$ cat config.mk
export PLATFORM = sky130hd
export DESIGN_NAME = box_probe
export DESIGN_NICKNAME = d
export VERILOG_FILES = /design/src/rtl/box_probe.sv
export SDC_FILE = /design/constraint.sdc
export NUM_CORES = 1
export LEC_CHECK = 0
export BUFFER_PORTS_ARGS = -buffer_cell sky130_fd_sc_hd__buf_4
export CELL_PAD_IN_SITES_DETAIL_PLACEMENT = 1
export CELL_PAD_IN_SITES_GLOBAL_PLACEMENT = 2
export CORE_UTILIZATION = 35
export CTS_CLUSTER_SIZE = 25
export DETAILED_ROUTE_END_ITERATION = 7
export HOLD_SLACK_MARGIN = 0.05
export PLACE_DENSITY_LB_ADDON = 0.1
export REMOVE_ABC_BUFFERS = 1
export SLEW_MARGIN = 30
export SYNTH_ARGS = -nofsm -noshare
export SYNTH_HDL_FRONTEND = slang
export SYNTH_SLANG_ARGS = --single-unit
$ cat constraint.sdc
create_clock -name clock -period 3.75 [get_ports clock]
set_clock_uncertainty 0.1 [all_clocks]
set_input_delay 0.9375 -clock clock [delete_from_list [all_inputs] [get_ports clock]]
set_output_delay 0.9375 -clock clock [all_outputs]
set_load 0.02 [all_outputs]
$ cat src/rtl/box_probe.sv
// Sweeps a square box of framebuffer coordinates through the memory read port
// and reports whether any on-screen pixel differs from the background colour.
module box_probe #(
  parameter int SCREEN_W = 160,
  parameter int SCREEN_H = 120
) (
  input  logic        clock,
  input  logic        reset,
  input  logic        start,
  input  logic [7:0]  givex,
  input  logic [6:0]  givey,
  input  logic [4:0]  size,
  input  logic [2:0]  bg_colour,
  output logic [14:0] mem_addr,
  output logic        mem_rd_en,
  input  logic [2:0]  mem_rd_data,
  output logic        busy,
  output logic        done,
  output logic        hit,
  output logic [8:0]  hit_count,
  output logic [7:0]  first_hit_x,
  output logic [6:0]  first_hit_y
);

  typedef enum logic [1:0] {IDLE, SCAN, DRAIN, DONE} state_e;

  localparam logic [8:0]  X_LIM  = 9'(SCREEN_W);
  localparam logic [7:0]  Y_LIM  = 8'(SCREEN_H);
  localparam logic [14:0] STRIDE = 15'(SCREEN_W);

  state_e      state_q, state_d;
  logic [8:0]  cx_q, cx_d;
  logic [7:0]  cy_q, cy_d;
  logic [7:0]  x0_q, x0_d;
  logic [8:0]  x_end_q, x_end_d;
  logic [7:0]  y_end_q, y_end_d;
  logic [2:0]  bg_q, bg_d;
  logic [14:0] addr_q, addr_d;
  logic        valid_q, valid_d;
  logic [7:0]  px_q, px_d;
  logic [6:0]  py_q, py_d;
  logic        hit_q, hit_d;
  logic [8:0]  count_q, count_d;
  logic [7:0]  fx_q, fx_d;
  logic [6:0]  fy_q, fy_d;

  logic        on_screen;
  logic [14:0] addr_cur;
  logic [4:0]  size_eff;

  // Coordinates are kept one bit wider than the screen so off-screen pixels never alias.
  assign on_screen = (cx_q < X_LIM) && (cy_q < Y_LIM);
  assign addr_cur  = {7'b0, cy_q} * STRIDE + {6'b0, cx_q};
  assign size_eff  = (size > 5'd16) ? 5'd16 : size;

  always_comb begin
    state_d = state_q;
    cx_d    = cx_q;
    cy_d    = cy_q;
    x0_d    = x0_q;
    x_end_d = x_end_q;
    y_end_d = y_end_q;
    bg_d    = bg_q;
    addr_d  = addr_q;
    valid_d = 1'b0;
    px_d    = cx_q[7:0];
    py_d    = cy_q[6:0];
    hit_d   = hit_q;
    count_d = count_q;
    fx_d    = fx_q;
    fy_d    = fy_q;

    // Compare stage: judges the pixel whose read was issued last cycle.
    if (valid_q && (mem_rd_data != bg_q)) begin
      count_d = count_q + 9'd1;
      if (!hit_q) begin
        hit_d = 1'b1;
        fx_d  = px_q;
        fy_d  = py_q;
      end
    end

    case (state_q)
      IDLE: begin
        if (start) begin
          x0_d    = givex;
          cx_d    = {1'b0, givex};
          cy_d    = {1'b0, givey};
          x_end_d = {1'b0, givex} + {4'b0, size_eff} - 9'd1;
          y_end_d = {1'b0, givey} + {3'b0, size_eff} - 8'd1;
          bg_d    = bg_colour;
          hit_d   = 1'b0;
          count_d = 9'd0;
          fx_d    = 8'd0;
          fy_d    = 7'd0;
          state_d = (size_eff == 5'd0) ? DRAIN : SCAN;
        end
      end
      SCAN: begin
        valid_d = on_screen;
        addr_d  = addr_cur;
        if (cx_q == x_end_q) begin
          cx_d = {1'b0, x0_q};
          if (cy_q == y_end_q) begin
            state_d = DRAIN;
          end else begin
            cy_d = cy_q + 8'd1;
          end
        end else begin
          cx_d = cx_q + 9'd1;
        end
      end
      DRAIN:   state_d = DONE;
      DONE:    state_d = IDLE;
      default: state_d = IDLE;
    endcase
  end

  always_ff @(posedge clock) begin
    if (reset) begin
      state_q <= IDLE;
      cx_q    <= 9'd0;
      cy_q    <= 8'd0;
      x0_q    <= 8'd0;
      x_end_q <= 9'd0;
      y_end_q <= 8'd0;
      bg_q    <= 3'd0;
      addr_q  <= 15'd0;
      valid_q <= 1'b0;
      px_q    <= 8'd0;
      py_q    <= 7'd0;
      hit_q   <= 1'b0;
      count_q <= 9'd0;
      fx_q    <= 8'd0;
      fy_q    <= 7'd0;
    end else begin
      state_q <= state_d;
      cx_q    <= cx_d;
      cy_q    <= cy_d;
      x0_q    <= x0_d;
      x_end_q <= x_end_d;
      y_end_q <= y_end_d;
      bg_q    <= bg_d;
      addr_q  <= addr_d;
      valid_q <= valid_d;
      px_q    <= px_d;
      py_q    <= py_d;
      hit_q   <= hit_d;
      count_q <= count_d;
      fx_q    <= fx_d;
      fy_q    <= fy_d;
    end
  end

  // The address is live while scanning and otherwise holds the last one issued.
  assign mem_addr    = (state_q == SCAN) ? addr_cur : addr_q;
  assign mem_rd_en   = (state_q == SCAN) && on_screen;
  assign busy        = (state_q == SCAN) || (state_q == DRAIN);
  assign done        = (state_q == DONE);
  assign hit         = hit_q;
  assign hit_count   = count_q;
  assign first_hit_x = fx_q;
  assign first_hit_y = fy_q;

endmodule
== Word-level counts from Yosys, hierarchy flattened ==
Cells that the tools add are included.
Word-level totals
  word-level logic and storage cells: 78
  output and inout bits: 43
  input port bits: 29
  bits in registers: 103
Operators by class
  eq/ne operators: 10
  order comparisons: 3
  bitwise gates (word level): 1
  add/sub/neg operators: 8
  multiplexer cells: 28
  reductions and logical operators: 12
  multipliers: 1
Operator list (count)
  $mux W8: 7
  $mux W9: 5
  $mux W7: 4
  $add A9 B1 Y9 const B: 2
  $pmux W9 S2: 1
  $pmux W8 S2: 1
  $add A15 B9 Y15: 1
  $mux W15: 1
  $mul A8 B3 Y10 const B: 1
  $add A8 B5 Y9: 1
  $eq A9 B9 Y1: 1
  $lt A9 B8 Y1 const B: 1
  $sub A9 B1 Y9 const B: 1
  $add A7 B5 Y8: 1
  $add A8 B1 Y8 const B: 1
  $eq A8 B8 Y1: 1
  $lt A8 B7 Y1 const B: 1
  $mux W2: 4
  $ne A2 B2 Y1 const B: 4
  $pmux W2 S4: 1
  $sub A8 B1 Y8 const B: 1
  $gt A5 B5 Y1 const B: 1
  $logic_not A5 Y1: 1
  $mux W5: 1
  13 further kinds: 19

== Longest topological paths before layout ==
Gate-level depths: netlist (run 1).
  depth in word-level cells: 6
  mapped depth: 13
  gate-level depth less buffers: 13

== Worst setup path after synthesis (run 1) ==
OpenSTA, ideal clock, no wires.
  path type: register to output
  from: register cy_q[3]
  to: output port mem_addr[14]
  required time: 2.713 ns
  cell stages (with the launch flop): 10
  arrival time: 2.530 ns
  path slack: 0.183 ns
  path buffers: 0
  cells stage by stage: dfxtp_1 ha_1 ha_1 inv_1 fa_1 nand2b_1 nor4b_2 nand3_1 xor2_1 a21oi_1
Between the ends
  longest elaborated chain between the ends: 3
RTL lines
  start, declared: RTL line 33  | logic [7:0] cy_q, cy_d;
  start signal, assigned: RTL line 139  | cy_q <= cy_d;
  $mul A8 B3 Y10: RTL line 53  | assign addr_cur = {7'b0, cy_q} * STRIDE + {6'b0, cx_q};
  $add A15 B9 Y15: RTL line 53
  $mux W15
  end, declared: RTL line 14  | output logic [14:0] mem_addr,
Every way passes these cells.

== Worst setup path after layout (run 1) ==
Same ends and word-level chain as after synthesis.

==> flow_metrics.tcl, run 1 <==
set metrics [dict create \
    status "finished with violations" \
    violations "setup timing" \
    drv_slew 0 \
    fin_nets 843 \
    fillers 1957 \
    first_global_vias 5047 \
    yosys.area_share.simple_pct 20.01 \
    tightest_slew_ns 0.9048 \
    avgSynthCellArea_um2 8.329 \
    setup_viol 2 \
    wl_met1_um 7922 \
    first_pass_iters 4 \
    portBuffers 71 \
    ys.flop_type "dfxtp_1" \
    tritoncts "built" \
    wl_met2_um 7479 \
    first_iter_violations 158 \
    p_per_area_nw_per_um2 698.8 \
    dpl-instance-area_um2 6515 \
    grt_max_degree 46 \
    worstRegToRegCells 6 \
    synth_area_um2 5722 \
    ctsHtreeMaxLevel 3 \
    overflow 0 \
    die_x_um 129.9 \
    clock_sinks 103 \
    start_util_pct 35.89 \
    maxCapViolCount 0 \
    synth_mux_area_share_pct 3.171 \
    worst-path-max-fanout 4 \
    cts_buffers 9 \
    synth_seq_cells 103 \
    rr_endpoint "cy_q[3]" \
    netlist_instances 687 \
    fin_util_pct 44.54 \
    synth_compound_area_share_pct 15.15 \
    finalCritPeriodShare_pct 101.4 \
    cts.clk_slew.worst_paths_ns 0.08 \
    hold_violations 0 \
    rsz0062_at_grt "yes" \
    wirelength_um 16160 \
    startpoint_type "flop" \
    mostFrequentLayoutCells "dfxtp_1 (99), buf_4 (99), nand2_1 (90), a21oi_1 (68), inv_1 (54)" \
    hold_slack_ns 0.3389 \
    cts_root_buf "clkbuf_16" \
    hold_depth 2 \
    gp_congestion 0.8081 \
    topRoutingLayerUsed "met4" \
    pin_count 72 \
    drc 0 \
    area_delta_synth_final_pct 24.10 \
    worst_slack_ns -0.05075 \
    vias_per_cell 4.956 \
    reg2reg_from "cx_q[0]" \
    p_leak_nw 3.026 \
    antennaDiodeCount 0 \
    maxSlewHeadroom_pct 39.28 \
    dp.cells 961 \
    ant_nets 0 \
    async_flop_share_pct 0 \
    reg2reg_slack_ns 1.17 \
    grt_pass1_wl_um 25650 \
    cts_max_path_buffers 2 \
    holdCritPathClass "flop to flop" \
    layout-drive-gt1-share_pct 22.50 \
    wl_met3_um 388 \
    path_class "flop to output port" \
    synth_top_family_by_area "simple AND/OR/NAND/NOR gates" \
    fp.coreArea_um2 15940 \
    yosysSeqAreaShare_pct 36.04 \
    synth_xor_area_share_pct 7.654 \
    holdPathEnd "first_hit_x[6]" \
    insertion_delay_ns 0.36 \
    die_h_um 129.9 \
    final_cell_area_um2 7101 \
    fmax_ghz 0.2631 \
    worst_hold_startpoint "px_q[6]" \
    grt_use_total_pct 19.86 \
    hpwlAfterDp_um 11800 \
    wire_per_inst_um 16.40 \
    peakVddDrop_v 0.0003027 \
    vias 4882 \
    yosysUniqueCellTypes 57 \
    crit_required_ns 2.71 \
    synth-adder-area-share_pct 11.46 \
    critPathCaptureType "output port" \
    die_area_um2 16860 \
    cp.arrival_ns 2.76 \
    antenna_found_initial 0 \
    yosysWarningCount 0 \
    synth_edf_count 0 \
    period_needed_ns 3.801 \
    row_count 46 \
    final_cells 985 \
]
==> how the worst max path moves through the flow <==
stage / start / endpoint / slack [ns] / cells after the start
detailed placement: size[4] / x_end_q[7] / 0.14 / 14
global placement: cy_q[3] / mem_addr[14] / 0.25 / 11
CTS: cy_q[3] / mem_addr[14] / -0.04 / 11
global route: cy_q[5] / mem_addr[14] / -0.14 / 10
floorplan: cy_q[3] / mem_addr[14] / 0.18 / 9
finish: cy_q[3] / mem_addr[14] / -0.05 / 11
==> critical path, stage by stage, from the launching register on <==
cell and delay, ns:
dfxtp_4 0.37, ha_4 0.28, ha_4 0.14, inv_2 0.04, fa_2 0.38, nand2b_4 0.19
a21oi_4 0.16, nor4_2 0.05, a311o_1 0.32, xor2_2 0.19, a21oi_1 0.13, buf_4 0.16
==> flip-flops by register name, summed over array words and instances, names as in the netlist <==
signal	count
cx_q	9
addr_q	15
x_end_q	9
state_q	2
cy_q	8
y_end_q	8
first_hit_y	7
bg_q	3
py_q	7
valid_q	1
hit_count	9
first_hit_x	8
hit	1
px_q	8
x0_q	8
==> where the power goes <==
part	internal [W]	switching, W	leakage (nW)
Sequential	0.00133	0.000172	0.843
Combinational	0.00107	0.00147	2.05
Clock	0.000461	0.000454	0.134
==> logic make-up (layout without fill, tap and decap cells) <==
logic type / Yosys count / in the layout
AND/OR/NAND/NOR: 236 / 236
AO/OA/AOI/OAI: 143 / 143
flip-flops: 103 / 103
buffers and inverters: 89 / 171
adder cells (fa/ha/maj): 50 / 50
XOR/XNOR: 50 / 50
multiplexers: 16 / 16
==> synthesized netlist by cell type (all sizes together) (2+ instances only) <==
| cell type | n | area (um2) |
|---|---|---|
| dfxtp | 103 | 2062 |
| nand2 | 90 | 337.8 |
| a21oi | 74 | 374.1 |
| inv | 56 | 210.2 |
| ha | 46 | 575.6 |
| nor2 | 39 | 146.4 |
| xnor2 | 26 | 227.7 |
| o21ai | 24 | 127.6 |
| xor2 | 24 | 210.2 |
| clkbuf | 22 | 82.58 |
| nor2b | 21 | 131.4 |
| nand3 | 18 | 90.09 |
| nor3 | 17 | 90.09 |
| and2 | 16 | 100.1 |
| a211oi | 14 | 115.1 |
| mux2 | 14 | 161.4 |
| buf | 11 | 80.07 |
| nand2b | 7 | 51.30 |
| nand4 | 6 | 37.54 |
| nor4 | 6 | 37.54 |
| a21o | 4 | 30.03 |
| and3 | 4 | 25.02 |
| fa | 4 | 80.08 |
| o21a | 4 | 30.03 |
| o311ai | 4 | 35.04 |
| a311o | 3 | 30.03 |
| o211ai | 3 | 22.52 |
| o21bai | 3 | 22.52 |
| or3 | 3 | 18.77 |
| a311oi | 2 | 17.52 |
| and4 | 2 | 17.52 |
| mux2i | 2 | 20.02 |
| nand3b | 2 | 15.01 |
| o22ai | 2 | 12.51 |
==> stage by stage <==
stage | setup TNS [ns] | power [W] | setup WS, ns
3_3_place_gp | 0 | 0.003800 | 0.2507
5_1_grt | -0.2805 | 0.005330 | -0.1440
3_5_place_dp | 0 | 0.003847 | 0.1366
2_1_floorplan | 0 | 0.003020 | 0.1827
6_report | -0.05710 | 0.004962 | -0.05075
4_1_cts | -0.03617 | 0.004890 | -0.03617
==> timing repair <==
action,CTS,global route
hold buffers,0,0
setup endpoints to repair,3,5
buffers inserted,7,2
pin swaps,13,10
gates resized for setup,24,21
cloned,0,0
==> final cells by class <==
type                            instances  area (um2)  area share (%)
Clock buffer                           10       229.0           3.225
Clock inverter                          6       51.30          0.7225
Inverter                               56       210.2           2.960
Multi-Input combinational cell        495        3527           49.67
Sequential cell                       103        2069           29.15
Tap cell                              216       270.3           3.806
Timing Repair Buffer                   99       743.2           10.47
==> metal layers <==
| layer | global-route usage [%] | up-vias |
|---|---|---|
| li1 | - | 2486 |
| met1 | 26.24 | 2298 |
| met2 | 32.56 | 75 |
| met3 | 2.501 | 23 |
| met4 | 8.550 | 0 |
| met5 | 0 | - |
Power figures use the tool's default switching activity.
==> run 2, diff against run 1 <==
Settings changed: PLACE_DENSITY set to 0.86, PLACE_DENSITY_LB_ADDON 0.1 to not set.
==> flow_metrics.tcl, run 2 (synthesis results as in run 1) <==
set metrics [dict create \
    die_x_um 129.9 \
    ant_nets 0 \
    first_pass_iters 4 \
    hold_slack_ns 0.3397 \
    start_util_pct 35.89 \
    p_per_area_nw_per_um2 702.6 \
    antennaDiodeCount 0 \
    first_iter_violations 139 \
    p_leak_nw 3.025 \
    setup_viol 3 \
    ctsHtreeMaxLevel 3 \
    path_class "flop to output port" \
    die_area_um2 16860 \
    cts_max_path_buffers 2 \
    seqCellArea_um2 2067 \
    drv_slew 0 \
    pin_count 72 \
    vias_per_cell 5.041 \
    maxSlewHeadroom_pct 44.93 \
    fp.coreArea_um2 15940 \
    rsz0062_at_grt "yes" \
    hpwlAfterDp_um 11870 \
    peakVddDrop_v 0.0002875 \
    vias 4965 \
    period_needed_ns 3.812 \
    portBuffers 71 \
    startpoint_type "flop" \
    largest_reg_flops 15 \
    holdCritPathClass "flop to flop" \
    insertion_delay_ns 0.36 \
    worst_slack_ns -0.06226 \
    final_common_cell "dfxtp_1" \
    tritoncts "built" \
    row_count 46 \
    mostFrequentLayoutCells "dfxtp_1 (101), buf_4 (99), nand2_1 (90), a21oi_1 (71), inv_1 (54)" \
    multi_input_area_um2 3468 \
    status "finished with violations" \
    die_h_um 129.9 \
    tightest_slew_ns 0.8205 \
    cts.clk_slew.worst_paths_ns 0.07 \
    clock_sinks 103 \
    cts_root_buf "clkbuf_16" \
    layout-drive-gt1-share_pct 21.07 \
    antenna_found_initial 0 \
    area_delta_synth_final_pct 23.05 \
    finalCritPeriodShare_pct 101.7 \
    cp.arrival_ns 2.77 \
    drc 0 \
    overflow 0 \
    fillers 1909 \
    wire_per_inst_um 16.38 \
    gp_congestion 0.7917 \
    regMostFlops "addr_q" \
    grt_use_total_pct 19.88 \
    worst-path-max-fanout 3 \
    cts_buffers 9 \
    crit_required_ns 2.71 \
    grt_pass1_wl_um 25940 \
    violations "setup timing" \
    critPathCaptureType "output port" \
    first_global_vias 5266 \
    wirelength_um 16130 \
    tns_ns -0.1078 \
    maxCapViolCount 0 \
    fmax_ghz 0.2623 \
    grt_max_degree 46 \
    hold_violations 0 \
    fin_nets 843 \
]
==> run 2: changes by cell type in the layout (fill, tap and decap cells not counted), sizes merged <==
cell    before  now
inv         59   58
clkinv       2    4
clkbuf      10    9
==> run 2: stage by stage <==
stage / instances / instance area, um2 / util, % / worst slack [ns] / total power, W
detailed placement: 960 / 6507 / 40.82 / 0.1271 / 0.003839
CTS: 981 / 6967 / 43.70 / -0.04080 / 0.004912
floorplan: 654 / 5559 / - / 0.1827 / 0.003020
global placement: 960 / 6507 / 40.82 / 0.2684 / 0.003764
global route: 985 / 7041 / 44.16 / -0.1933 / 0.005296
finish: 985 / 7041 / 44.16 / -0.06226 / 0.004947
==> run 2: layer usage <==
metal  up-vias  GRT usage (%)  part of all wire, %
met5         -              0                    0
met4         0          7.524                  1.8
met3        20          2.337                  3.0
met2       102          35.07                   48
met1      2365          24.77                   47
li1       2478              -                    -
==> run 2: where the power goes <==
part           switching (W)  internal, W
clock network       0.000447     0.000458
logic                0.00145      0.00106
registers           0.000198      0.00133
==> run 2: layout make-up <==
class,instances,area share (%)
tap,216,3.839
clock buffer,9,3.199
timing repair buffer,99,10.56
clock inverter,7,0.7997
multi-input combinational,495,49.26
inverter,56,2.986
sequential,103,29.36
==> run 2: repair_timing <==
| item | CTS | global route |
|---|---|---|
| buffers inserted | 5 | 4 |
| endpoints found under the setup margin | 4 | 3 |
| pin swaps | 11 | 14 |
| hold buffers | 0 | 0 |
| gates resized for setup | 22 | 8 |
==> run 2: worst paths after layout <==
check,slack (ns),endpoint,cells past startpoint,start
worst min register to register,0.34,first_hit_x[0],2,px_q[0]
worst max-delay path,-0.06,mem_addr[13],11,cy_q[3]
worst min-delay path,0.34,first_hit_x[0],2,px_q[0]
worst max register to register,1.11,addr_q[13],11,cy_q[3]
==> run 2: critical path: stages, from the launching register on <==
cell and delay (ns):
dfxtp_4 0.36, ha_4 0.28, ha_4 0.14, inv_2 0.04, fa_2 0.39, nand2b_4 0.19, a21oi_4 0.14, xor2_2 0.26
nand3_2 0.15, xor2_2 0.18, a21oi_1 0.13, buf_4 0.16
